**config.mk**
```make
export PLATFORM = sky130hd
export DESIGN_NAME = instruction_cache_flat
export DESIGN_NICKNAME = d
export VERILOG_FILES = /design/src/rtl/instruction_cache_if.sv /design/src/rtl/instruction_cache.sv /design/src/flat_wrapper.sv
export SDC_FILE = /design/constraint.sdc
export NUM_CORES = 1
export LEC_CHECK = 0
export CELL_PAD_IN_SITES_DETAIL_PLACEMENT = 1
export CELL_PAD_IN_SITES_GLOBAL_PLACEMENT = 1
export CORE_MARGIN = 2
export CORE_UTILIZATION = 58
export CTS_BUF_LIST = sky130_fd_sc_hd__clkbuf_16
export CTS_CLUSTER_SIZE = 16
export DETAILED_ROUTE_END_ITERATION = 16
export GPL_TIMING_DRIVEN = 0
export PLACE_DENSITY = 0.88
export SLEW_MARGIN = 20
export SYNTH_ARGS = -nofsm -noshare
export SYNTH_HDL_FRONTEND = slang
export SYNTH_SLANG_ARGS = --single-unit
```
**constraint.sdc**
```tcl
create_clock -name CLK -period 37.7 [get_ports CLK]
set_input_delay 9.425 -clock CLK [delete_from_list [all_inputs] [get_ports CLK]]
set_output_delay 9.425 -clock CLK [all_outputs]
set_load 0.05 [all_outputs]
```
**src/rtl/instruction_cache_if.sv**
```systemverilog
// instruction_cache_if: fetch-side and block-memory-side signals of the instruction cache
interface instruction_cache_if;
  logic         READ;
  logic [31:0]  PC_ADDRESS;
  logic [31:0]  INSTRUCTION;
  logic         BUSYWAIT;
  logic         MEM_READ;
  logic [27:0]  MEM_ADDRESS;
  logic [127:0] MEM_READDATA;
  logic         MEM_BUSYWAIT;
  modport slave (
    input  READ, PC_ADDRESS, MEM_READDATA, MEM_BUSYWAIT,
    output INSTRUCTION, BUSYWAIT, MEM_READ, MEM_ADDRESS
  );
  modport master (
    output READ, PC_ADDRESS, MEM_READDATA, MEM_BUSYWAIT,
    input  INSTRUCTION, BUSYWAIT, MEM_READ, MEM_ADDRESS
  );
endinterface

```
**src/rtl/instruction_cache.sv**
```systemverilog
// instruction_cache: direct-mapped read-only I-cache, 16-byte lines, combinational hit,
// whole-block refill over the MEM_READ/MEM_BUSYWAIT handshake on a miss
module instruction_cache #(
  parameter int INDEX_BITS = 3
) (
  input logic CLK,
  input logic RESET_N,
  instruction_cache_if.slave bus
);
  localparam int TAG_BITS = 28 - INDEX_BITS;
  localparam int LINES = 1 << INDEX_BITS;
  typedef enum logic [1:0] {IDLE, FETCH, UPDATE} state_t;
  state_t state_q, state_d;
  logic [LINES-1:0] valid_q, valid_d;
  logic [TAG_BITS-1:0] tag_q [LINES];
  logic [127:0] data_q [LINES];
  logic [127:0] block_q, block_d;
  logic [27:0] mem_address_q, mem_address_d;
  logic mem_read_q, mem_read_d;
  logic first_q, first_d;
  logic [INDEX_BITS-1:0] idx, fill_idx;
  logic [TAG_BITS-1:0] tag;
  logic [1:0] off;
  logic hit;
  logic unused_byte_offset;
  assign unused_byte_offset = ^bus.PC_ADDRESS[1:0];
  assign off = bus.PC_ADDRESS[3:2];
  assign idx = bus.PC_ADDRESS[3+INDEX_BITS:4];
  assign tag = bus.PC_ADDRESS[31:4+INDEX_BITS];
  // the refill target comes from the latched block address, not the live PC
  assign fill_idx = mem_address_q[INDEX_BITS-1:0];
  assign hit = bus.READ && valid_q[idx] && tag_q[idx] == tag;
  assign bus.INSTRUCTION = hit ? data_q[idx][{off, 5'b0} +: 32] : 32'h0;
  assign bus.BUSYWAIT = state_q != IDLE || (bus.READ && !hit);
  assign bus.MEM_READ = mem_read_q;
  assign bus.MEM_ADDRESS = mem_address_q;
  always_comb begin
    state_d = state_q;
    valid_d = valid_q;
    block_d = block_q;
    mem_address_d = mem_address_q;
    mem_read_d = mem_read_q;
    first_d = 1'b0;
    case (state_q)
      IDLE: if (bus.READ && !hit) begin
        state_d = FETCH;
        mem_address_d = bus.PC_ADDRESS[31:4];
        mem_read_d = 1'b1;
        first_d = 1'b1;
      end
      // MEM_BUSYWAIT may not have risen yet on the first FETCH edge
      FETCH: if (!first_q && !bus.MEM_BUSYWAIT) begin
        state_d = UPDATE;
        block_d = bus.MEM_READDATA;
        mem_read_d = 1'b0;
      end
      default: begin
        state_d = IDLE;
        valid_d[fill_idx] = 1'b1;
      end
    endcase
  end
  always_ff @(posedge CLK or negedge RESET_N)
    if (!RESET_N) begin
      state_q <= IDLE;
      valid_q <= '0;
      block_q <= '0;
      mem_address_q <= '0;
      mem_read_q <= 1'b0;
      first_q <= 1'b0;
    end else begin
      state_q <= state_d;
      valid_q <= valid_d;
      block_q <= block_d;
      mem_address_q <= mem_address_d;
      mem_read_q <= mem_read_d;
      first_q <= first_d;
    end
  always_ff @(posedge CLK)
    if (state_q == UPDATE) begin
      data_q[fill_idx] <= block_q;
      tag_q[fill_idx] <= mem_address_q[27:INDEX_BITS];
    end
endmodule

```
**src/flat_wrapper.sv**
```systemverilog
// flat-port wrapper written by rule: the top's interface ports become plain ports
module instruction_cache_flat 
#(
  parameter int INDEX_BITS = 3
)
  (CLK, RESET_N, bus_READ, bus_PC_ADDRESS, bus_MEM_READDATA, bus_MEM_BUSYWAIT, bus_INSTRUCTION, bus_BUSYWAIT, bus_MEM_READ, bus_MEM_ADDRESS);
  instruction_cache_if bus_i ();
  input logic CLK;
  input logic RESET_N;
  input wire logic [$bits(bus_i.READ)-1:0] bus_READ;
  input wire logic [$bits(bus_i.PC_ADDRESS)-1:0] bus_PC_ADDRESS;
  input wire logic [$bits(bus_i.MEM_READDATA)-1:0] bus_MEM_READDATA;
  input wire logic [$bits(bus_i.MEM_BUSYWAIT)-1:0] bus_MEM_BUSYWAIT;
  output wire logic [$bits(bus_i.INSTRUCTION)-1:0] bus_INSTRUCTION;
  output wire logic [$bits(bus_i.BUSYWAIT)-1:0] bus_BUSYWAIT;
  output wire logic [$bits(bus_i.MEM_READ)-1:0] bus_MEM_READ;
  output wire logic [$bits(bus_i.MEM_ADDRESS)-1:0] bus_MEM_ADDRESS;
  assign bus_i.READ = bus_READ;
  assign bus_i.PC_ADDRESS = bus_PC_ADDRESS;
  assign bus_i.MEM_READDATA = bus_MEM_READDATA;
  assign bus_i.MEM_BUSYWAIT = bus_MEM_BUSYWAIT;
  assign bus_INSTRUCTION = bus_i.INSTRUCTION;
  assign bus_BUSYWAIT = bus_i.BUSYWAIT;
  assign bus_MEM_READ = bus_i.MEM_READ;
  assign bus_MEM_ADDRESS = bus_i.MEM_ADDRESS;
  instruction_cache #(.INDEX_BITS(INDEX_BITS)) u_core (.CLK(CLK), .RESET_N(RESET_N), .bus(bus_i));
endmodule
```
Word-level counts from Yosys, hierarchy flattened --
Memory sizes are Yosys's and may differ from the RTL's. Index checks and enable logic that the tools add are counted.
Word-level totals: bits in writable memories 1224, bits in latches 0, bits in read-only memories 0, memories 2, input port bits 164, output and inout port bits 62, register bits after elaboration 168, word-level logic and storage cells 50
Cells by class: add/sub/neg operators 0, muxes and demuxes 15, multiply operators 0, bitwise logic cells 1, shift-type cells 1, reduce and logical (&&, ||, !) cells 17, equality and inequality tests 5, divide/modulo/power cells 0, magnitude comparators 3
Memories:
- u_core.data_q | words 8, bits a word 128, rd ports 1, clocked after memory_dff 0, write ports 1, line instruction_cache.sv:16 | logic [127:0] data_q [LINES];
- u_core.tag_q | words 8, bits a word 25, rd ports 1, clocked after memory_dff 0, write ports 1, line instruction_cache.sv:15 | logic [TAG_BITS-1:0] tag_q [LINES];
Operators by type and width (count):
- $shiftx 128x8->32 | 1
- $mux 32 | 1
- $eq 25x25->1 | 1
- $lt 3x4->1 const B | 2
- $mux 1 | 8
- $or 8x8->8 | 1
- $reduce_and 2->1 | 3
- $logic_and 1x1->1 | 5
- $mux 2 | 2
- $ne 2x1->1 const B | 2
- $pmux 2 s2 | 1
- $reduce_bool 2->1 | 2
- $bmux 1 s3 | 1
- $demux 1 s3 | 1
- $ge 3x1->1 const B | 1
- $logic_not 1->1 | 3
- $reduce_and 3->1 | 1
- $eq 2x1->1 const B | 1
- $eq 2x2->1 const B | 1
- $logic_not 2->1 | 1
- $pmux 1 s2 | 1
- $reduce_or 2->1 | 1
- $logic_or 1x1->1 | 1

Depth between registers and ports, before layout --
depth in word-level cells 8, mapped depth 13, mapped depth without buffers 8

Worst setup path before layout --
Ideal clock, no wire load.
path kind input to output, start point input port bus_PC_ADDRESS[5], end point output port bus_INSTRUCTION[10], slack 16110 ps, buffers on the path 4, stages 11, data required time 28275 ps, arrival 12165 ps, path through buf_4 -> buf_6 -> buf_2 -> mux2i_1 -> nand2_1 -> a31o_2 -> a211o_1 -> nor4_2 -> nand4_2 -> clkbuf_1 -> nor2_1
On the way: cells in the longest elaborated chain, start to end 5, elaborated cells between the ends (all ways) 9, those cells by class eq/ne (1); shift (1); mux (3); reduce/logical (2); memory (2)
RTL lines:
- start, declared | line flat_wrapper.sv:11 | input wire logic [$bits(bus_i.PC_ADDRESS)-1:0] bus_PC_ADDRESS;
- branches (longest 4 deep; another with $mem_v2 8x128)
- $mux 32 (*) | line instruction_cache.sv:33 | assign bus.INSTRUCTION = hit ? data_q[idx][{off, 5'b0} +: 32] : 32'h0;
- end, declared | line flat_wrapper.sv:14 | output wire logic [$bits(bus_i.INSTRUCTION)-1:0] bus_INSTRUCTION;
Every way passes the cells marked *. The select of a mux whose other input is x is not followed.

Final worst setup path --
start point input port bus_PC_ADDRESS[5], end point output port bus_INSTRUCTION[17]
The elaborated chain is that of the path after synthesis.

==> flow_metrics.tcl <==
set metrics [dict create \
    first_iter_violations 4258 \
    hold_ws_ps 494 \
    fin_worst_skew_ps 38.8 \
    wl_per_cell_um 40.3 \
    status "finished clean" \
    arrival_ps 14810 \
    antenna_found_initial 3 \
    synthCells 2264 \
    p_leak_uw 0.0210 \
    cp-start-kind "primary input" \
    fill_cells 6761 \
    worst_pin_slew_ps 1210 \
    cp_common_cell "buf_2" \
    maxSlewViolCount 0 \
    peakVddDrop_uv 45.9 \
    synth_edf_count 1224 \
    holdPathStages 1 \
    dp_hpwl_um 96100 \
    clock_tree.buffer_depth 3 \
    clkTransAtPathRegs_ps 70 \
    grt_pass1_vias 29900 \
    worstSkewPairLatency_ps 760 \
    fp-row-count 110 \
    max_slew_margin 0.190 \
    fin_nets 2890 \
    htreeDepth 4 \
    synth-async-reset-ratio 0.121 \
    grt-ovfl-total 0 \
    fmax_ghz 0.0413 \
    path_cells "buf_4 > buf_6 > buf_2 > buf_2 > mux4_2 > mux2i_1 > xnor2_1 > nor4_1 > nand4_2 > clkbuf_1 > nor2_1 > clkdlybuf4s50_1" \
    pwr_density_cell_nw_per_um2 66.8 \
    dieArea_um2 93800 \
    rsz0062_at_grt "false" \
    first_pass_iters 5 \
    grtUsageTotal 0.355 \
    final_common_cell "edfxtp_1" \
    final_cell_mix "edfxtp_1, mux4_2, clkdlybuf4s50_1" \
    yosysSeqAreaShare 0.773 \
    ys_seq_elements 1392 \
    critPathCaptureType "primary output" \
    multi_input_area_um2 11500 \
    criticalPathCategory "in -> out" \
    grt_start_max_net_pins 69 \
    hold_start "u_core.valid_q[6]$_DFFE_PN0N_" \
    post_cts_buffers 0 \
    drive_above_1_share 0.296 \
    cts_buffers 138 \
    reg2reg_from "u_core.tag_q[3][18]$_DFFE_PP_" \
    postLayoutCoreUtil 0.696 \
    crit_slowest_cell "clkdlybuf4s50_1" \
    syn_nets 2428 \
    cts_root_buffer "clkbuf_16" \
    avgSynthCellArea_um2 23.4 \
    antenna_left 0 \
    reg2regPathDepth 9 \
    seq_area_um2 41000 \
    setup_tns_ps 0 \
    crit_path_max_fanout 10 \
    finalSetupViolations 0 \
    reg2reg_to "u_core.bus.MEM_ADDRESS[22]$_DFFE_PN0P_" \
    dp.cells 3762 \
    port_buffers 218 \
    drt_wl_total_um 162000 \
    r2r_setup_slack_ps 33550 \
    maxCapViolCount 0 \
    io_pins 226 \
    cts_tree "yes" \
    grt_first_pass_wirelength_um 231000 \
    finalCriticalPeriod_ps 24240 \
    initial_core_util 0.587 \
    cts_num_sinks 1392 \
    syn2layout_area_growth_pct 18.5 \
    die_x_um 306 \
    instances_no_fill 4019 \
    hold_viol_final 0 \
    synth.distinct_cells 45 \
    hp-class "reg -> reg" \
    vias 28200 \
    cts-resized-gates 0 \
    dieHeight_um 306 \
    critPathMaxStageDelay_ps 910 \
    syn_area_um2 53000 \
    finalCritPeriodShare 0.643 \
    cts_hold_buf 0 \
    ys.flop_type "edfxtp_1" \
    coreArea_um2 90300 \
    drt-vias-per-instance 7.01 \
    cp.required_ps 28270 \
    hold_end "u_core.valid_q[6]$_DFFE_PN0N_" \
    drc_errors 0 \
    ys_warn_count 0 \
    gp_congestion 0.784 \
]
logic make-up (layout without fill, tap and decap cells):
kind of cell / count (synthesis) / count (layout) / synth area share
AO/OA/AOI/OAI: 49 / 49 / 0.00680
flip-flops: 1392 / 1392 / 0.773
AND/OR/NAND/NOR: 91 / 91 / 0.00836
multiplexers: 595 / 595 / 0.198
XOR/XNOR: 15 / 15 / 0.00248
other: 0 / 1 / 0
buffers and inverters: 122 / 700 / 0.0110
sequential cells by signal (all words and copies together) (netlist names):
signal	cells
u_core.block_q	128
u_core.bus.MEM_ADDRESS	28
u_core.bus.MEM_READ	1
u_core.data_q	1024
u_core.first_q	1
u_core.state_q	2
u_core.tag_q	200
u_core.valid_q	8
cells in the mapped netlist (3+ instances only):
master	n	area [um2]
a21oi_1	7	35.0
a22oi_1	20	150
a31o_2	5	43.8
a41o_1	3	30.0
and3_1	7	43.8
buf_1	22	82.6
buf_2	39	195
buf_4	4	30.0
clkbuf_1	47	176
dfrtp_1	168	4200
edfxtp_1	1224	36800
inv_1	5	18.8
mux2_1	27	304
mux2_2	130	1460
mux2i_1	90	901
mux4_2	348	7840
nand2_1	15	56.3
nand2b_1	5	31.3
nand3_1	3	15.0
nor2_1	43	161
nor2b_1	5	31.3
nor3_1	3	15.0
nor4_1	3	18.8
o21ai_0	3	15.0
xnor2_1	7	61.3
xor2_1	8	70.1
through the flow:
step,power [uW],worst slack [ps],cell area (um2)
2_1_floorplan,2510,16110,53000
6_report,4190,13460,62800
4_1_cts,4190,13650,62800
5_1_grt,4280,13530,62800
3_5_place_dp,2800,13970,58400
3_3_place_gp,2720,14020,56600
per-layer routing:
metal | part of all wire | track usage | vias up
met5 | 0.000080 | 0 | -
met4 | 0.047 | 0.156 | 2
met3 | 0.094 | 0.0693 | 429
met2 | 0.51 | 0.595 | 2336
met1 | 0.35 | 0.458 | 15000
li1 | - | - | 10400
critical path, delay by kind of cell:
family	cells	cell delay, ps
xor gates and xnor gates	1	150
muxes	2	660
buffers and inverters	6	2620
and+or+nand+nor	3	1900
layout make-up:
class / count / area share
diodes: 1 / 0.0000398
plain buffers: 117 / 0.00907
clock buffers: 144 / 0.0574
clock inverters: 112 / 0.0126
inverters: 5 / 0.000299
multi-input cells: 750 / 0.183
flip-flops and latches: 1392 / 0.652
well taps: 1176 / 0.0234
repair buffers: 322 / 0.0620
worst max-delay path by stage:
stage / depth (start not counted) / from / slack [ps] / to
after global placement: 11 / bus_PC_ADDRESS[4] / 14020 / bus_INSTRUCTION[17]
after floorplan: 11 / bus_PC_ADDRESS[5] / 16110 / bus_INSTRUCTION[10]
after CTS: 12 / bus_PC_ADDRESS[5] / 13650 / bus_INSTRUCTION[17]
after detailed placement: 12 / bus_PC_ADDRESS[5] / 13970 / bus_INSTRUCTION[17]
final: 12 / bus_PC_ADDRESS[5] / 13460 / bus_INSTRUCTION[17]
after global routing: 12 / bus_PC_ADDRESS[5] / 13530 / bus_INSTRUCTION[16]
power breakdown:
group	total (uW)	internal (uW)	switching [uW]
registers	2310	2040	269
logic	510	220	290
clock network	1380	761	616
Note: power is estimated with default switching activity, not from simulation.
